<file path="config.mk">
export PLATFORM = sky130hd
export DESIGN_NAME = pipe_stage
export DESIGN_NICKNAME = d
export VERILOG_FILES = /design/src/rtl/pipe_pkg.sv /design/src/rtl/pipe_entry.sv /design/src/rtl/pipe_stage.sv
export SDC_FILE = /design/constraint.sdc
export NUM_CORES = 1
export LEC_CHECK = 0
export BUFFER_PORTS_ARGS = -buffer_cell sky130_fd_sc_hd__buf_4
export CORE_UTILIZATION = 55
export CTS_CLUSTER_DIAMETER = 120
export CTS_CLUSTER_SIZE = 28
export DETAILED_ROUTE_END_ITERATION = 8
export GPL_TIMING_DRIVEN = 0
export PLACE_DENSITY = 0.82
export SETUP_SLACK_MARGIN = 0.02
export SYNTH_ARGS = -nofsm -noshare
export SYNTH_HDL_FRONTEND = slang
export SYNTH_SLANG_ARGS = --single-unit
</file>
<file path="constraint.sdc">
create_clock -name clk_i -period 2.5 [get_ports clk_i]
set_input_delay 0.125 -clock clk_i [delete_from_list [all_inputs] [get_ports clk_i]]
set_output_delay 0.125 -clock clk_i [all_outputs]
set_load 0.02 [all_outputs]
</file>
<file path="src/rtl/pipe_pkg.sv">
// Shared definitions for the pipe_stage pipeline register:
// occupancy state encoding, flush-counter width and a saturating increment.
`timescale 1ns/1ps
package pipe_pkg;

  // Encoding doubles as the occupancy count.
  typedef enum logic [1:0] {
    EMPTY = 2'd0,
    ONE   = 2'd1,
    FULL  = 2'd2
  } state_e;

  localparam int FLUSH_CNT_W = 16;

  function automatic logic [FLUSH_CNT_W-1:0] sat_inc(input logic [FLUSH_CNT_W-1:0] val);
    if (val == {FLUSH_CNT_W{1'b1}}) begin
      return val;
    end
    return val + 1'b1;
  endfunction

endpackage

</file>
<file path="src/rtl/pipe_entry.sv">
// One storage slot of the pipe stage: PC, payload and valid bit.
// clear wins over load and returns the slot to its empty image (PC 0, NOP payload).
`timescale 1ns/1ps
module pipe_entry #(
  parameter int                 DATA_W  = 32,
  parameter int                 PC_W    = 32,
  parameter logic [DATA_W-1:0]  NOP_VAL = '0
) (
  input  logic              clk,
  input  logic              rst_n,
  input  logic              load,
  input  logic              clear,
  input  logic [PC_W-1:0]   pc_d,
  input  logic [DATA_W-1:0] data_d,
  output logic              valid,
  output logic [PC_W-1:0]   pc,
  output logic [DATA_W-1:0] data
);

  always_ff @(posedge clk or negedge rst_n) begin
    if (!rst_n) begin
      valid <= 1'b0;
      pc    <= '0;
      data  <= NOP_VAL;
    end else if (clear) begin
      valid <= 1'b0;
      pc    <= '0;
      data  <= NOP_VAL;
    end else if (load) begin
      valid <= 1'b1;
      pc    <= pc_d;
      data  <= data_d;
    end
  end

endmodule

</file>
<file path="src/rtl/pipe_stage.sv">
// Pipeline register stage with optional 2-entry skid buffer, stall, flush,
// drop pulse and saturating flush counter. occupancy_o exposes the FSM state.
`timescale 1ns/1ps
module pipe_stage
  import pipe_pkg::*;
#(
  parameter int                DATA_W  = 32,
  parameter int                PC_W    = 32,
  parameter int                SKID    = 1,
  parameter logic [DATA_W-1:0] NOP_VAL = '0
) (
  input  logic                   clk_i,
  input  logic                   rst_n_i,
  input  logic                   valid_i,
  output logic                   ready_o,
  input  logic [PC_W-1:0]        PC_i,
  input  logic [DATA_W-1:0]      instruction_i,
  input  logic                   Stall_i,
  input  logic                   Flush_i,
  output logic                   valid_o,
  input  logic                   ready_i,
  output logic [PC_W-1:0]        PC_o,
  output logic [DATA_W-1:0]      instruction_o,
  output logic [1:0]             occupancy_o,
  output logic                   drop_o,
  output logic [FLUSH_CNT_W-1:0] flush_cnt_o
);

  // Handshake: an entry moves upstream->stage when valid_i && ready_o, and
  // stage->downstream when valid_o && ready_i && !Stall_i && !Flush_i.
  // Both transfers happen on the same rising edge that samples them.

  state_e state_q, state_d;

  logic              rst_seen_q;
  logic              base_ready;
  logic              enq, deq;

  logic              main_load, main_clear, main_from_skid;
  logic              main_valid;
  logic [PC_W-1:0]   main_pc, main_pc_d;
  logic [DATA_W-1:0] main_data, main_data_d;

  logic              skid_load, skid_clear;
  logic              skid_valid;
  logic [PC_W-1:0]   skid_pc;
  logic [DATA_W-1:0] skid_data;

  logic                   drop_q;
  logic [FLUSH_CNT_W-1:0] flush_cnt_q;

  // Holds ready_o low until the first rising edge after reset release.
  always_ff @(posedge clk_i or negedge rst_n_i) begin
    if (!rst_n_i) begin
      rst_seen_q <= 1'b0;
    end else begin
      rst_seen_q <= 1'b1;
    end
  end

  assign base_ready = rst_seen_q && !Stall_i && !Flush_i;

  generate
    if (SKID != 0) begin : g_ready_skid
      assign ready_o = base_ready && (state_q != FULL);
    end else begin : g_ready_single
      assign ready_o = base_ready && (!main_valid || ready_i);
    end
  endgenerate

  assign enq = valid_i && ready_o;
  assign deq = valid_o && ready_i && !Stall_i && !Flush_i;

  always_ff @(posedge clk_i or negedge rst_n_i) begin
    if (!rst_n_i) begin
      state_q <= EMPTY;
    end else begin
      state_q <= state_d;
    end
  end

  always_comb begin
    state_d        = state_q;
    main_load      = 1'b0;
    main_clear     = 1'b0;
    main_from_skid = 1'b0;
    skid_load      = 1'b0;
    skid_clear     = 1'b0;
    if (Flush_i) begin
      state_d    = EMPTY;
      main_clear = 1'b1;
      skid_clear = 1'b1;
    end else begin
      case (state_q)
        EMPTY: begin
          if (enq) begin
            state_d   = ONE;
            main_load = 1'b1;
          end
        end
        ONE: begin
          // With a single-entry stage enq in ONE implies deq, so FULL is unreachable.
          if (enq && deq) begin
            main_load = 1'b1;
          end else if (enq) begin
            state_d   = FULL;
            skid_load = 1'b1;
          end else if (deq) begin
            state_d    = EMPTY;
            main_clear = 1'b1;
          end
        end
        FULL: begin
          if (deq) begin
            state_d        = ONE;
            main_load      = 1'b1;
            main_from_skid = 1'b1;
            skid_clear     = 1'b1;
          end
        end
        default: begin
          state_d    = EMPTY;
          main_clear = 1'b1;
          skid_clear = 1'b1;
        end
      endcase
    end
  end

  assign main_pc_d   = main_from_skid ? skid_pc   : PC_i;
  assign main_data_d = main_from_skid ? skid_data : instruction_i;

  pipe_entry #(
    .DATA_W  (DATA_W),
    .PC_W    (PC_W),
    .NOP_VAL (NOP_VAL)
  ) u_main (
    .clk    (clk_i),
    .rst_n  (rst_n_i),
    .load   (main_load),
    .clear  (main_clear),
    .pc_d   (main_pc_d),
    .data_d (main_data_d),
    .valid  (main_valid),
    .pc     (main_pc),
    .data   (main_data)
  );

  generate
    if (SKID != 0) begin : g_skid
      pipe_entry #(
        .DATA_W  (DATA_W),
        .PC_W    (PC_W),
        .NOP_VAL (NOP_VAL)
      ) u_skid (
        .clk    (clk_i),
        .rst_n  (rst_n_i),
        .load   (skid_load),
        .clear  (skid_clear),
        .pc_d   (PC_i),
        .data_d (instruction_i),
        .valid  (skid_valid),
        .pc     (skid_pc),
        .data   (skid_data)
      );
    end else begin : g_no_skid
      assign skid_valid = 1'b0;
      assign skid_pc    = '0;
      assign skid_data  = NOP_VAL;
    end
  endgenerate

  // drop_o reports a flush that actually threw away held work.
  always_ff @(posedge clk_i or negedge rst_n_i) begin
    if (!rst_n_i) begin
      drop_q      <= 1'b0;
      flush_cnt_q <= '0;
    end else begin
      drop_q <= Flush_i && (main_valid || skid_valid);
      if (Flush_i) begin
        flush_cnt_q <= sat_inc(flush_cnt_q);
      end
    end
  end

  assign valid_o       = main_valid;
  assign PC_o          = main_pc;
  assign instruction_o = main_data;
  assign occupancy_o   = state_q;
  assign drop_o        = drop_q;
  assign flush_cnt_o   = flush_cnt_q;

endmodule

</file>
==> impl_results.md <==
* CTS tree: built
* Total gr overflow at 0
* Final antenna-violating net count at 0
* RSZ-0062 raised after global routing: no
* Routed wire length at 16300 um
* Chip width at 110 um
* Cell Area, Synth at 0.00641 mm2
* Final period utilization at 76.6%
* Hold Slack at 0.105 ns
* Area grow syn2layout at 40.7%
* Slew margin rel. at 53.9%
* Crit path launch type: register
* Status: completed
* Clock sinks at 150
* Remaining routing DRC violations at 0
* Setup crit end kind: register
* Core area at 0.0114 mm2
* Worst R2R Setup Slack at 0.59 ns
* Final TNS setup at 0 ns
* DR WL/cell at 19.0 um
* Fin. Hold Viols at 0
* Peak VDD IR at 0.000665 V
* Least-Margin Pin Slew at 0.691 ns
* Number of I/O pins at 155
* Unique masters post-synth at 42
* Synth warnings at 0
* Largest net degree at the start of global routing at 78
* Fmax at 522 MHz
* Port bufs at 153
* Die ar. at 0.0121 mm2
* Tot GR Track Use at 28.5%
* Clock Pin Slew Worst Setup and Hold Paths at 0.06 ns
* Share of layout cells above drive strength 1 at 31.5%
* Vias per inst at 5.74
* Starting Density at 56.4%
* Die H at 110 um
* DR iter-0 viols at 337
* Worst r2r path cells at 6
* First-pass GRT wire length at 25600 um
* Vias in the first global route at 5044
* Final Max Tran Viols at 0
* Worst r2r src: u_main.valid
* Crit path kind: register to register
* Pwr/cell area at 664 mW/mm2
* Synth Register Bits at 150
* Std cell rows at 39
* Critical Path AT at 2.25 ns
* Antenna Cells at 0
* Clock Root Buffer: clkbuf_16
* Number of buffers created by CTS at 17
* CTS resizes at 0
* HP Class: primary input to register
* Drt pass-1 iters at 4
* Worst Setup EP: u_main.pc[19]
* Max cap viols at 0
* Setup violations, final at 0
* Cell count after synthesis at 463
* Final nets at 772
* Post-synth EDFFs at 0
* Worst-path fanout max at 10
* RR Endpoint: u_main.pc[19]
* Syn nets at 534
* CTS HTree Levels at 4
* Async SR Flop Fraction at 100%
* Required @ worst endpoint at 2.84 ns
* Leakage power at 4.80 nW
* Worst Setup SP: u_main.valid
* Clock insertion delay at the later pin of the skew report at 0.42 ns
* Average cell area after synthesis at 13.8 um2
* Prevailing post-synth register cell: dfrtp_1
* Vias post-DR at 4921
* Fin crit period at 1.91 ns
* HPWL Detailed at 9900 um
* RD Place Congestion at 0.832
* Seq/Total Area, Yosys at 58.6%
* Initial antenna violation count at 0
* Fin Clk Skew at 0.0106 ns
* Maximum clock path buffer count at 2
## synth_stat cells (all sizes together), types with 2 or more instances
master	n	area, um2
mux2i	64	641
and4	4	35.0
or4b	2	20.0
nand2b	3	18.8
and3	7	43.8
o21ai	2	10.0
xnor2	14	123
xor2	2	17.5
nor3	2	10.0
o2bb2ai	64	561
nor2	3	11.3
nand4	4	25.0
nand3	13	65.1
a21boi	2	15.0
dfrtp	150	3750
nand2	7	26.3
buf	34	295
clkbuf	4	22.5
a22o	64	561
## final cells by class
type                       instances  area (um2)
inverter                           1        3.75
buffer                            38         318
clock buffer                      25         536
sequential                       150        3750
timing repair buffer             219        1830
multi-input combinational        274        2330
tap                              143         179
fill                             679        2350
clock inverter                     7        65.1
## cells by family after synthesis
kind of cell	share of synthesized area (%)
adder cells (fa/ha/maj)	0.195
buffers and inverters	5.02
multiplexers	10.2
AND/OR/NAND/NOR	4.78
flip-flops	58.6
XOR/XNOR	2.19
other	0.0585
AO/OA/AOI/OAI	19.0
## worst max-delay path: stages, from the launching register on
cell       delay [ns]
dfrtp_1          0.43
and3b_1          0.21
or4b_1           0.47
o21ai_1          0.11
buf_4            0.22
clkbuf_4         0.25
o2bb2ai_1        0.14
## cells in the final DEF, fill, tap and decap left out, types with 11 or more instances in the layout
cell and instances:
xnor2_1 14, clkbuf_16 17, buf_2 11, nand3_1 13, mux2i_1 64, o2bb2ai_1 64
buf_4 157, dlygate4sd3_1 65, buf_6 19, dfrtp_1 150, a22o_1 64
## flip-flops by register name, indices dropped and copies added, names as in the netlist
register and cells:
g_skid.u_skid.data 32, g_skid.u_skid.pc 32, u_main.data 32, u_main.pc 32, flush_cnt_o 16, occupancy_o 2, drop_o 1, g_skid.u_skid.valid 1
rst_seen_q 1, u_main.valid 1
## where the power goes
part,internal [mW],leakage (nW),switching (mW)
Clock,1.58,0.297,0.973
Combinational,0.391,2.44,0.413
Sequential,2.53,2.07,0.109
Total,4.49,4.80,1.49
## metal layers
metal  wire length (um)  GRT usage [%]  vias to the layer above
li1                   -              -                     2250
met1               7070           37.6                     2512
met2               8150           45.8                      144
met3                895           7.53                       15
met4                183           9.33                        0
met5                  0              0                        -
## repair_timing
action	in CTS	in global routing
endpoints found under the setup margin	0	0
hold buffers	65	0
hold endpoints to repair	159	0
setup buffers	0	0
## stage by stage
| stage | worst slack (ns) | instances | area (um2) | util [%] | power (mW) |
|---|---|---|---|---|---|
| 6_report | 0.585 | 857 | 9020 | 79.3 | 5.99 |
| 5_1_grt | 0.456 | 857 | 9020 | 79.3 | 6.21 |
| 4_1_cts | 0.587 | 857 | 9020 | 79.3 | 6.01 |
| 3_5_place_dp | 0.606 | 760 | 7770 | 68.3 | 3.39 |
| 3_3_place_gp | 0.621 | 759 | 7740 | 68.0 | 3.36 |
| 2_1_floorplan | 0.676 | 463 | 6410 | - | 3.01 |
## worst min path at each step
stage	startpoint	endpoint	slack (ns)	cells past startpoint
after floorplan	rst_n_i	drop_o	-0.17	0
after detailed placement	rst_n_i	g_skid.u_skid.pc[16]	0.18	1
after CTS	Flush_i	flush_cnt_o[0]	0.1	3
after global routing	Flush_i	flush_cnt_o[0]	0.13	3
final	Flush_i	flush_cnt_o[0]	0.11	3
after global placement	instruction_i[6]	g_skid.u_skid.data[6]	0.35	2
Note: power is estimated with default switching activity, not from simulation.
